===== src/rtl/ins_mem_loader_if.sv =====
// Byte-stream load port and instruction-memory write port of the loader.
// The master side is the host/stream source; the slave side is the loader itself.
interface ins_mem_loader_if #(
   parameter int ADDR_WIDTH = 8
);
   logic                  start;
   logic [ADDR_WIDTH:0]   loadLen;
   logic                  abort;
   logic [7:0]            inByte;
   logic                  inValid;
   logic                  inReady;
   logic                  wrEn;
   logic [ADDR_WIDTH-1:0] wrAddr;
   logic [31:0]           wrData;
   logic                  busy;
   logic                  done;
   logic                  cpuHold;

   modport master (
      output start, loadLen, abort, inByte, inValid,
      input  inReady, wrEn, wrAddr, wrData, busy, done, cpuHold
   );

   modport slave (
      input  start, loadLen, abort, inByte, inValid,
      output inReady, wrEn, wrAddr, wrData, busy, done, cpuHold
   );
endinterface


===== src/rtl/ins_mem_loader.sv =====
// Packs a byte stream MSB-first into 32-bit words and writes them to instruction memory.
// One word every 5 cycles at best (4 bytes + 1 write); inReady drops outside ASSEMBLE to stall the source.
module ins_mem_loader #(
   parameter int ADDR_WIDTH = 8
) (
   input logic             clk,
   input logic             rst,
   ins_mem_loader_if.slave bus
);
   typedef enum logic [1:0] {IDLE, ASSEMBLE, WRITE, DONE} state_t;

   localparam logic [ADDR_WIDTH:0] MAX_LEN = {1'b1, {ADDR_WIDTH{1'b0}}};
   localparam logic [ADDR_WIDTH:0] LEN_ONE = (ADDR_WIDTH+1)'(1);
   localparam logic [ADDR_WIDTH-1:0] IDX_ONE = ADDR_WIDTH'(1);

   state_t                state;
   state_t                nextState;
   logic [ADDR_WIDTH:0]   effLen;
   logic [ADDR_WIDTH:0]   startLen;
   logic [ADDR_WIDTH-1:0] index;
   logic [1:0]            byteCnt;
   logic [23:0]           partial;
   logic                  startAcc;
   logic                  byteAcc;
   logic                  lastWord;

   // Lengths beyond the memory are clamped so the index can never wrap.
   assign startLen = (bus.loadLen > MAX_LEN) ? MAX_LEN : bus.loadLen;
   assign startAcc = ((state == IDLE) || (state == DONE)) && bus.start && !bus.abort;
   assign byteAcc  = (state == ASSEMBLE) && bus.inValid && !bus.abort;
   assign lastWord = ({1'b0, index} == (effLen - LEN_ONE));

   always_ff @(posedge clk or posedge rst) begin
      if (rst) begin
         state <= IDLE;
      end else begin
         state <= nextState;
      end
   end

   always_comb begin
      nextState = state;
      case (state)
         IDLE, DONE: begin
            if (startAcc) begin
               nextState = (startLen == '0) ? DONE : ASSEMBLE;
            end
         end
         ASSEMBLE: begin
            if (bus.abort) begin
               nextState = IDLE;
            end else if (byteAcc && (byteCnt == 2'd3)) begin
               nextState = WRITE;
            end
         end
         WRITE: begin
            if (bus.abort) begin
               nextState = IDLE;
            end else if (lastWord) begin
               nextState = DONE;
            end else begin
               nextState = ASSEMBLE;
            end
         end
         default: nextState = IDLE;
      endcase
   end

   always_comb begin
      bus.inReady = (state == ASSEMBLE);
      bus.wrEn    = (state == WRITE) && !bus.abort;
      bus.busy    = (state == ASSEMBLE) || (state == WRITE);
      bus.done    = (state == DONE);
      bus.cpuHold = (state != DONE);
   end

   // wrAddr/wrData are loaded as the word completes so they are valid throughout WRITE and hold afterwards.
   always_ff @(posedge clk or posedge rst) begin
      if (rst) begin
         effLen     <= '0;
         index      <= '0;
         byteCnt    <= '0;
         partial    <= '0;
         bus.wrAddr <= '0;
         bus.wrData <= '0;
      end else begin
         if (startAcc) begin
            effLen  <= startLen;
            index   <= '0;
            byteCnt <= '0;
         end
         if (bus.abort && ((state == ASSEMBLE) || (state == WRITE))) begin
            byteCnt <= '0;
         end
         if (byteAcc) begin
            byteCnt <= byteCnt + 2'd1;
            if (byteCnt == 2'd3) begin
               bus.wrData <= {partial, bus.inByte};
               bus.wrAddr <= index;
            end else begin
               partial <= {partial[15:0], bus.inByte};
            end
         end
         if ((state == WRITE) && !bus.abort && !lastWord) begin
            index <= index + IDX_ONE;
         end
      end
   end
endmodule


===== src/flat_wrapper.sv =====
// flat-port wrapper written by rule: the top's interface ports become plain ports
module ins_mem_loader_flat 
#(
   parameter int ADDR_WIDTH = 8
)
  (clk, rst, bus_start, bus_loadLen, bus_abort, bus_inByte, bus_inValid, bus_inReady, bus_wrEn, bus_wrAddr, bus_wrData, bus_busy, bus_done, bus_cpuHold);
  ins_mem_loader_if #(.ADDR_WIDTH(ADDR_WIDTH)) bus_i ();
  input logic clk;
  input logic rst;
  input wire logic [$bits(bus_i.start)-1:0] bus_start;
  input wire logic [$bits(bus_i.loadLen)-1:0] bus_loadLen;
  input wire logic [$bits(bus_i.abort)-1:0] bus_abort;
  input wire logic [$bits(bus_i.inByte)-1:0] bus_inByte;
  input wire logic [$bits(bus_i.inValid)-1:0] bus_inValid;
  output wire logic [$bits(bus_i.inReady)-1:0] bus_inReady;
  output wire logic [$bits(bus_i.wrEn)-1:0] bus_wrEn;
  output wire logic [$bits(bus_i.wrAddr)-1:0] bus_wrAddr;
  output wire logic [$bits(bus_i.wrData)-1:0] bus_wrData;
  output wire logic [$bits(bus_i.busy)-1:0] bus_busy;
  output wire logic [$bits(bus_i.done)-1:0] bus_done;
  output wire logic [$bits(bus_i.cpuHold)-1:0] bus_cpuHold;
  assign bus_i.start = bus_start;
  assign bus_i.loadLen = bus_loadLen;
  assign bus_i.abort = bus_abort;
  assign bus_i.inByte = bus_inByte;
  assign bus_i.inValid = bus_inValid;
  assign bus_inReady = bus_i.inReady;
  assign bus_wrEn = bus_i.wrEn;
  assign bus_wrAddr = bus_i.wrAddr;
  assign bus_wrData = bus_i.wrData;
  assign bus_busy = bus_i.busy;
  assign bus_done = bus_i.done;
  assign bus_cpuHold = bus_i.cpuHold;
  ins_mem_loader #(.ADDR_WIDTH(ADDR_WIDTH)) u_core (.clk(clk), .rst(rst), .bus(bus_i));
endmodule

===== config.mk =====
export PLATFORM = sky130hd
export DESIGN_NAME = ins_mem_loader_flat
export DESIGN_NICKNAME = d
export VERILOG_FILES = /design/src/rtl/ins_mem_loader_if.sv /design/src/rtl/ins_mem_loader.sv /design/src/flat_wrapper.sv
export SDC_FILE = /design/constraint.sdc
export NUM_CORES = 1
export LEC_CHECK = 0
export CAP_MARGIN = 10
export CORE_ASPECT_RATIO = 1.4
export CORE_MARGIN = 2
export CORE_UTILIZATION = 32
export DETAILED_ROUTE_END_ITERATION = 8
export PLACE_DENSITY = 0.64
export SETUP_SLACK_MARGIN = 0.05
export SLEW_MARGIN = 40
export SYNTH_ARGS = -nofsm -noshare
export SYNTH_HDL_FRONTEND = slang
export SYNTH_SLANG_ARGS = --single-unit
export TNS_END_PERCENT = 5

===== constraint.sdc =====
create_clock -name clk -period 3.5 [get_ports clk]
set_clock_uncertainty 0.15 [all_clocks]
set_input_delay 0.7 -clock clk [delete_from_list [all_inputs] [get_ports clk]]
set_output_delay 0.7 -clock clk [all_outputs]
set_load 0.05 [all_outputs]

==> results of run 1 <==
## synth_stat cells, types with 2 or more instances
cell type	n	area, um^2
mux2i_1	2	20.0
nor3_1	2	10.0
dfrtp_1	85	2130
mux2_2	65	732
nand3b_1	3	22.5
nand2_1	24	90.1
nand3_1	6	30.0
o211ai_1	4	30.0
and3_1	2	12.5
nand4_1	2	12.5
a211o_1	3	26.3
o21ai_0	11	55.1
or3_1	3	18.8
nor4_1	2	12.5
nor2_1	11	41.3
xor2_1	4	35.0
buf_6	2	22.5
inv_1	10	37.5
o31ai_1	2	15.0
o21ai_1	6	30.0
nor2b_1	3	18.8
and3b_1	2	17.5
buf_1	4	15.0
xnor2_1	6	52.6
and2_1	3	18.8
nand2b_1	8	50.1
clkbuf_1	11	41.3
o32a_1	2	20.0
ha_1	6	75.1
## cells by family after synthesis
kind of cell / share of synthesized area
adders and majority gates: 0.0195
AOI/OAI and AO/OA: 0.0716
DFF: 0.553
muxes: 0.196
buffers and inverters: 0.0303
and+or+nand+nor: 0.102
xor gates and xnor gates: 0.0286
## power by group
group | switching [uW] | internal [uW]
sequential | 217 | 1230
clock | 355 | 610
combinational | 608 | 540
total | 1180 | 2370
## per-layer routing
layer  vias to the layer above  share of wire
met4                         0          0.015
met2                        60           0.54
li1                       1215              -
met3                        10          0.050
met5                         -              0
met1                      1320           0.40
## sequential cells by signal, indices dropped and copies added, names as in the netlist
| signal | count |
|---|---|
| u_core.index | 8 |
| u_core.byteCnt | 2 |
| u_core.partial | 24 |
| u_core.effLen | 9 |
| u_core.bus.wrAddr | 8 |
| u_core.bus.wrData | 32 |
| u_core.state | 2 |
## worst max-delay path, stage by stage, from the launching register on
cell,delay [ns]
dfrtp_1,0.41
inv_1,0.07
ha_1,0.37
inv_1,0.10
clkdlybuf4s50_1,0.80
## metrics by stage
step / instance area, um^2 / hold WS (ns) / util / instances / total power [uW]
6_report: 4990 / 0.352 / 0.424 / 528 / 3550
5_1_grt: 4990 / 0.370 / 0.424 / 528 / 3770
4_1_cts: 4990 / 0.356 / 0.424 / 528 / 3590
3_5_place_dp: 4680 / 0.343 / 0.398 / 512 / 2610
3_3_place_gp: 4680 / 0.338 / 0.398 / 512 / 2560
2_1_floorplan: 3850 / 0.313 / - / 311 / 2270
## cell type report
cell class                 count  area (um^2)  area share
sequential                    85         2130       0.426
multi-input combinational    199         1610       0.322
timing repair buffer          71          721       0.144
clock buffer                  13          270      0.0541
tap                          147          184      0.0369
clock inverter                 3         42.5     0.00852
inverter                      10         38.8     0.00777
## worst min path at each step
stage | start | to | slack, ns | depth (start not counted)
floorplan | u_core.effLen[7] | u_core.effLen[7] | 0.31 | 2
global placement | u_core.partial[17] | u_core.partial[17] | 0.34 | 1
detailed placement | u_core.bus.wrData[20] | u_core.bus.wrData[20] | 0.34 | 1
CTS | u_core.byteCnt[0] | u_core.byteCnt[0] | 0.36 | 1
global route | u_core.bus.wrData[21] | u_core.bus.wrData[21] | 0.37 | 1
finish | u_core.bus.wrData[26] | u_core.bus.wrData[26] | 0.35 | 1
==> flow_summary.toml, run 1 <==
[floorplan]
ios = 67
row_count = 47
core_um2 = 11800
die_width_um = 96.7
start_util = 0.327
fp.dieH_um = 134
die_area_um2 = 12900

[drt]
avgViaCountPerCell = 4.93
ant_nets = 0
drc = 0
routed_wl_mm = 8.10
drt_pass1_iterations = 4
first_iter_violations = 117
wl_per_cell_um = 15.3
vias = 2605

[global_route]
grt_util_met1 = 0.143
antenna_found_initial = 0
grt-ovfl-total = 0
grt_busiest_layer = "met2"
grt_pass1_vias = 2778
globalRouteMet2Util = 0.233
grt_max_degree = 49
use_met3 = 0.0378
track_usage = 0.130
grt_pass1_wl_mm = 13.7

[synth]
syn-cell-area_um2 = 3850
synth_ff_type = "dfrtp_1"
async_flop_share = 1.00
ys_seq_area_frac = 0.553
synth_cells = 311
synth_edf_count = 0
ys_warn_count = 0
avgSynthCellArea_um2 = 12.4
ys_ff_latch = 85
syn_nets = 339
ys_types = 46

[critical_path]
r2r_start = "u_core.effLen[0]"
cp-endpoint = "bus_busy"
startpoint = "u_core.state[0]"
rr_worst_depth = 8
critical_path_arrival_ns = 2.07
worstSetupPathType = "reg -> out"
cp_max_fo = 5
worstSetupStartpointType = "flop"
ff2ff_setup_slack_ns = 0.71
r2r_end = "u_core.index[1]"
end_kind = "primary output"
worstPathRequired_ns = 2.65

[placement]
io_buffers = 66
post-dp-hpwl_mm = 5.73
gp_congestion = 0.723
dp_slack_ns = 0.743

[clocking]
postCtsHoldBufs = 0
clock-sinks = 85
postCtsSetupBuffers = 0
cts_tree = "built"
worstSkewPairLatency_ns = 0.33
root_buffer = "clkbuf_16"
clkTransAtPathRegs_ns = 0.06
cts_resized = 0
htree_levels = 3
cts_made_buffers = 9
clock_path_buffers = 2

[power]
vdd_drop_max_mv = 0.358
powerDensity_nw_per_um2 = 712
p_leak_uw = 0.00226

[timing]
setup_violations = 0
worst_slew_pin_slew_ns = 0.684
maxSlewHeadroom = 0.544
hold_violations = 0
rsz0062_at_grt = "no"
finalCriticalPeriod_ns = 2.92
fin_crit_sh = 0.833
slew_violations = 0
tns_ns = 0
fin_ws_ns = 0.583
max_freq_mhz = 343

[job]
drv_cap = 0

[layout]
nFillCells = 1124
layout_commonest_cell = "dfrtp_1"
fin_nets = 404
final_cell_mix = "dfrtp_1, mux2_2, clkdlybuf4s50_1"
syn_to_final_growth_pct = 29.8
drive_above_1_share = 0.249
diodes = 0

[hold_path]
min_path_type = "reg -> reg"

[outcome]
status = "finished, final reports clean"
Note: power is estimated with default switching activity, not from simulation.
==> inputs of run 2 (changes only) <==
--- a/config.mk
+++ b/config.mk
@@ -10,7 +10,7 @@
 export CORE_MARGIN = 2
 export CORE_UTILIZATION = 32
 export DETAILED_ROUTE_END_ITERATION = 8
-export PLACE_DENSITY = 0.64
+export PLACE_DENSITY = 0.66
 export SETUP_SLACK_MARGIN = 0.05
 export SLEW_MARGIN = 40
 export SYNTH_ARGS = -nofsm -noshare
==> constraint.sdc (replaced) <==
create_clock -name clk -period 2.35 [get_ports clk]
set_clock_uncertainty 0.15 [all_clocks]
set_input_delay 0.47 -clock clk [delete_from_list [all_inputs] [get_ports clk]]
set_output_delay 0.47 -clock clk [all_outputs]
set_load 0.05 [all_outputs]
==> flow_summary.toml, run 2 (same netlist as run 1, synthesis figures left out) <==
[outcome]
status = "finished with violations"
failed_checks = "negative setup slack"

[power]
p_switching_uw = 1920
powerDensity_nw_per_um2 = 1090
sequentialPowerShare = 0.366
sw_frac_of_total = 0.335
p_leak_uw = 0.00239
p_int_uw = 3800
vdd_drop_max_mv = 0.761
p_comb_frac = 0.362
p_clk_frac = 0.272

[timing]
worst_slew_pin_slew_ns = 0.531
max_freq_mhz = 398
fin_crit_sh = 1.07
fin_ws_ns = -0.161
slew_violations = 0
hold_violations = 0
finalCriticalPeriod_ns = 2.51
maxSlewHeadroom = 0.645
setup_violations = 9
rsz0062_at_grt = "yes"

[critical_path]
cp_max_fo = 6
cp_top_family = "simple AND/OR/NAND/NOR gates"
worstSetupPathType = "reg -> reg"
worstSetupStartpointType = "flop"
critPathSlowestCell = "or4_4"
crit_buf_inv = 0
max_stage_delay_ns = 0.53
critical_path_arrival_ns = 2.62
crit_chain = "or4_4 > or3_1 > a211o_1 > a221o_2 > and2_4 > o21ai_2"
worstPathRequired_ns = 2.46
end_kind = "flop"

[clocking]
cts_tree = "built"
postCtsHoldBufs = 0
worstSkewPairLatency_ns = 0.33
clock_path_buffers = 2
htree_levels = 3
clock-sinks = 85
clkTransAtPathRegs_ns = 0.07
root_buffer = "clkbuf_16"
cts_made_buffers = 9

[layout]
diodes = 0
final_cell_mix = "dfrtp_1, mux2_2, clkdlybuf4s50_1"
top_register = "u_core.bus.wrData"
largest_reg_flops = 32
nFillCells = 1072
syn_to_final_growth_pct = 36.3
drive_above_1_share = 0.317
fin_nets = 424
finalNonFillerCells = 548
largestRegisters = "u_core.bus.wrData (32), u_core.partial (24), u_core.effLen (9)"
layout_commonest_cell = "dfrtp_1"
final_area_um2 = 5240

[global_route]
antenna_found_initial = 0
track_usage = 0.141
grt_max_degree = 51
grt_pass1_vias = 3005
grt-ovfl-total = 0
grt_pass1_wl_mm = 14.9

[floorplan]
row_count = 47
die_width_um = 96.7
fp.dieH_um = 134
core_um2 = 11800
start_util = 0.327
ios = 67
die_area_um2 = 12900

[drt]
wl_per_cell_um = 15.8
drc = 0
avgViaCountPerCell = 4.91
first_iter_violations = 70
routed_wl_mm = 8.64
drt_pass1_iterations = 4
vias = 2691
ant_nets = 0

[job]
drv_cap = 0

[placement]
dpl-instance-area_um2 = 4850
post-dp-hpwl_mm = 6.07
io_buffers = 66
numPlacedInstances = 530
gp_congestion = 0.767

[hold_path]
min_path_type = "in -> async"
run 2: final timing paths:
check	from	to	slack, ns	cells after the start
setup / recovery	u_core.effLen[1]	u_core.index[3]	-0.16	6
hold / removal	rst	u_core.bus.wrData[0]	0.28	2
setup reg to reg	u_core.effLen[1]	u_core.index[3]	-0.16	6
hold reg to reg	u_core.bus.wrData[12]	u_core.bus.wrData[12]	0.35	1
max in group asynchronous	rst	u_core.bus.wrData[6]	1.19	3
min in group clk	u_core.bus.wrData[12]	u_core.bus.wrData[12]	0.35	1
run 2: power groups by stage:
stage | Combinational [uW] | Clock [uW] | Sequential [uW]
after floorplan | 1180 | 0 | 2200
after global placement | 1940 | 0 | 2100
after detailed placement | 1990 | 0 | 2120
after CTS | 2040 | 1600 | 2100
after global routing | 2250 | 1660 | 2140
final | 2070 | 1560 | 2090
run 2: worst register-to-register path: stages, from the launching register on:
cell and delay (ns):
dfrtp_1 0.39, or4_4 0.53, or3_1 0.32, a211o_1 0.29
a221o_2 0.44, and2_4 0.20, o21ai_2 0.13
run 2: repair_timing:
action	CTS	global route
gates resized for setup	5	5
setup endpoints to repair	9	10
setup buffers	1	0
pin swaps	6	6
gates cloned	1	0
run 2: area by class of cell:
cell class	instances	area [um^2]	share of cell area
multi-input cells	200	1650	0.315
flip-flops and latches	85	2130	0.406
clock inverters	6	93.8	0.0179
repair buffers	90	907	0.173
clock buffers	10	239	0.0456
well taps	147	184	0.0351
inverters	10	41.3	0.00787
run 2: layer usage:
layer,up-vias,part of all wire,track usage
met5,-,0,0
met4,0,0.024,0.0556
met3,17,0.056,0.0399
met2,66,0.54,0.262
met1,1339,0.38,0.149
li1,1269,-,-
run 2: stage by stage:
step / util / setup TNS (ns) / total power, uW / worst slack, ns / hold WS, ns
finish: 0.446 / -1.25 / 5710 / -0.161 / 0.275
floorplan: - / -4.00 / 3380 / -0.250 / 0.313
detailed placement: 0.413 / -1.75 / 4110 / -0.222 / 0.343
global placement: 0.413 / -1.39 / 4030 / -0.172 / 0.334
global route: 0.446 / -1.99 / 6040 / -0.244 / 0.300
CTS: 0.444 / -1.73 / 5740 / -0.206 / 0.276
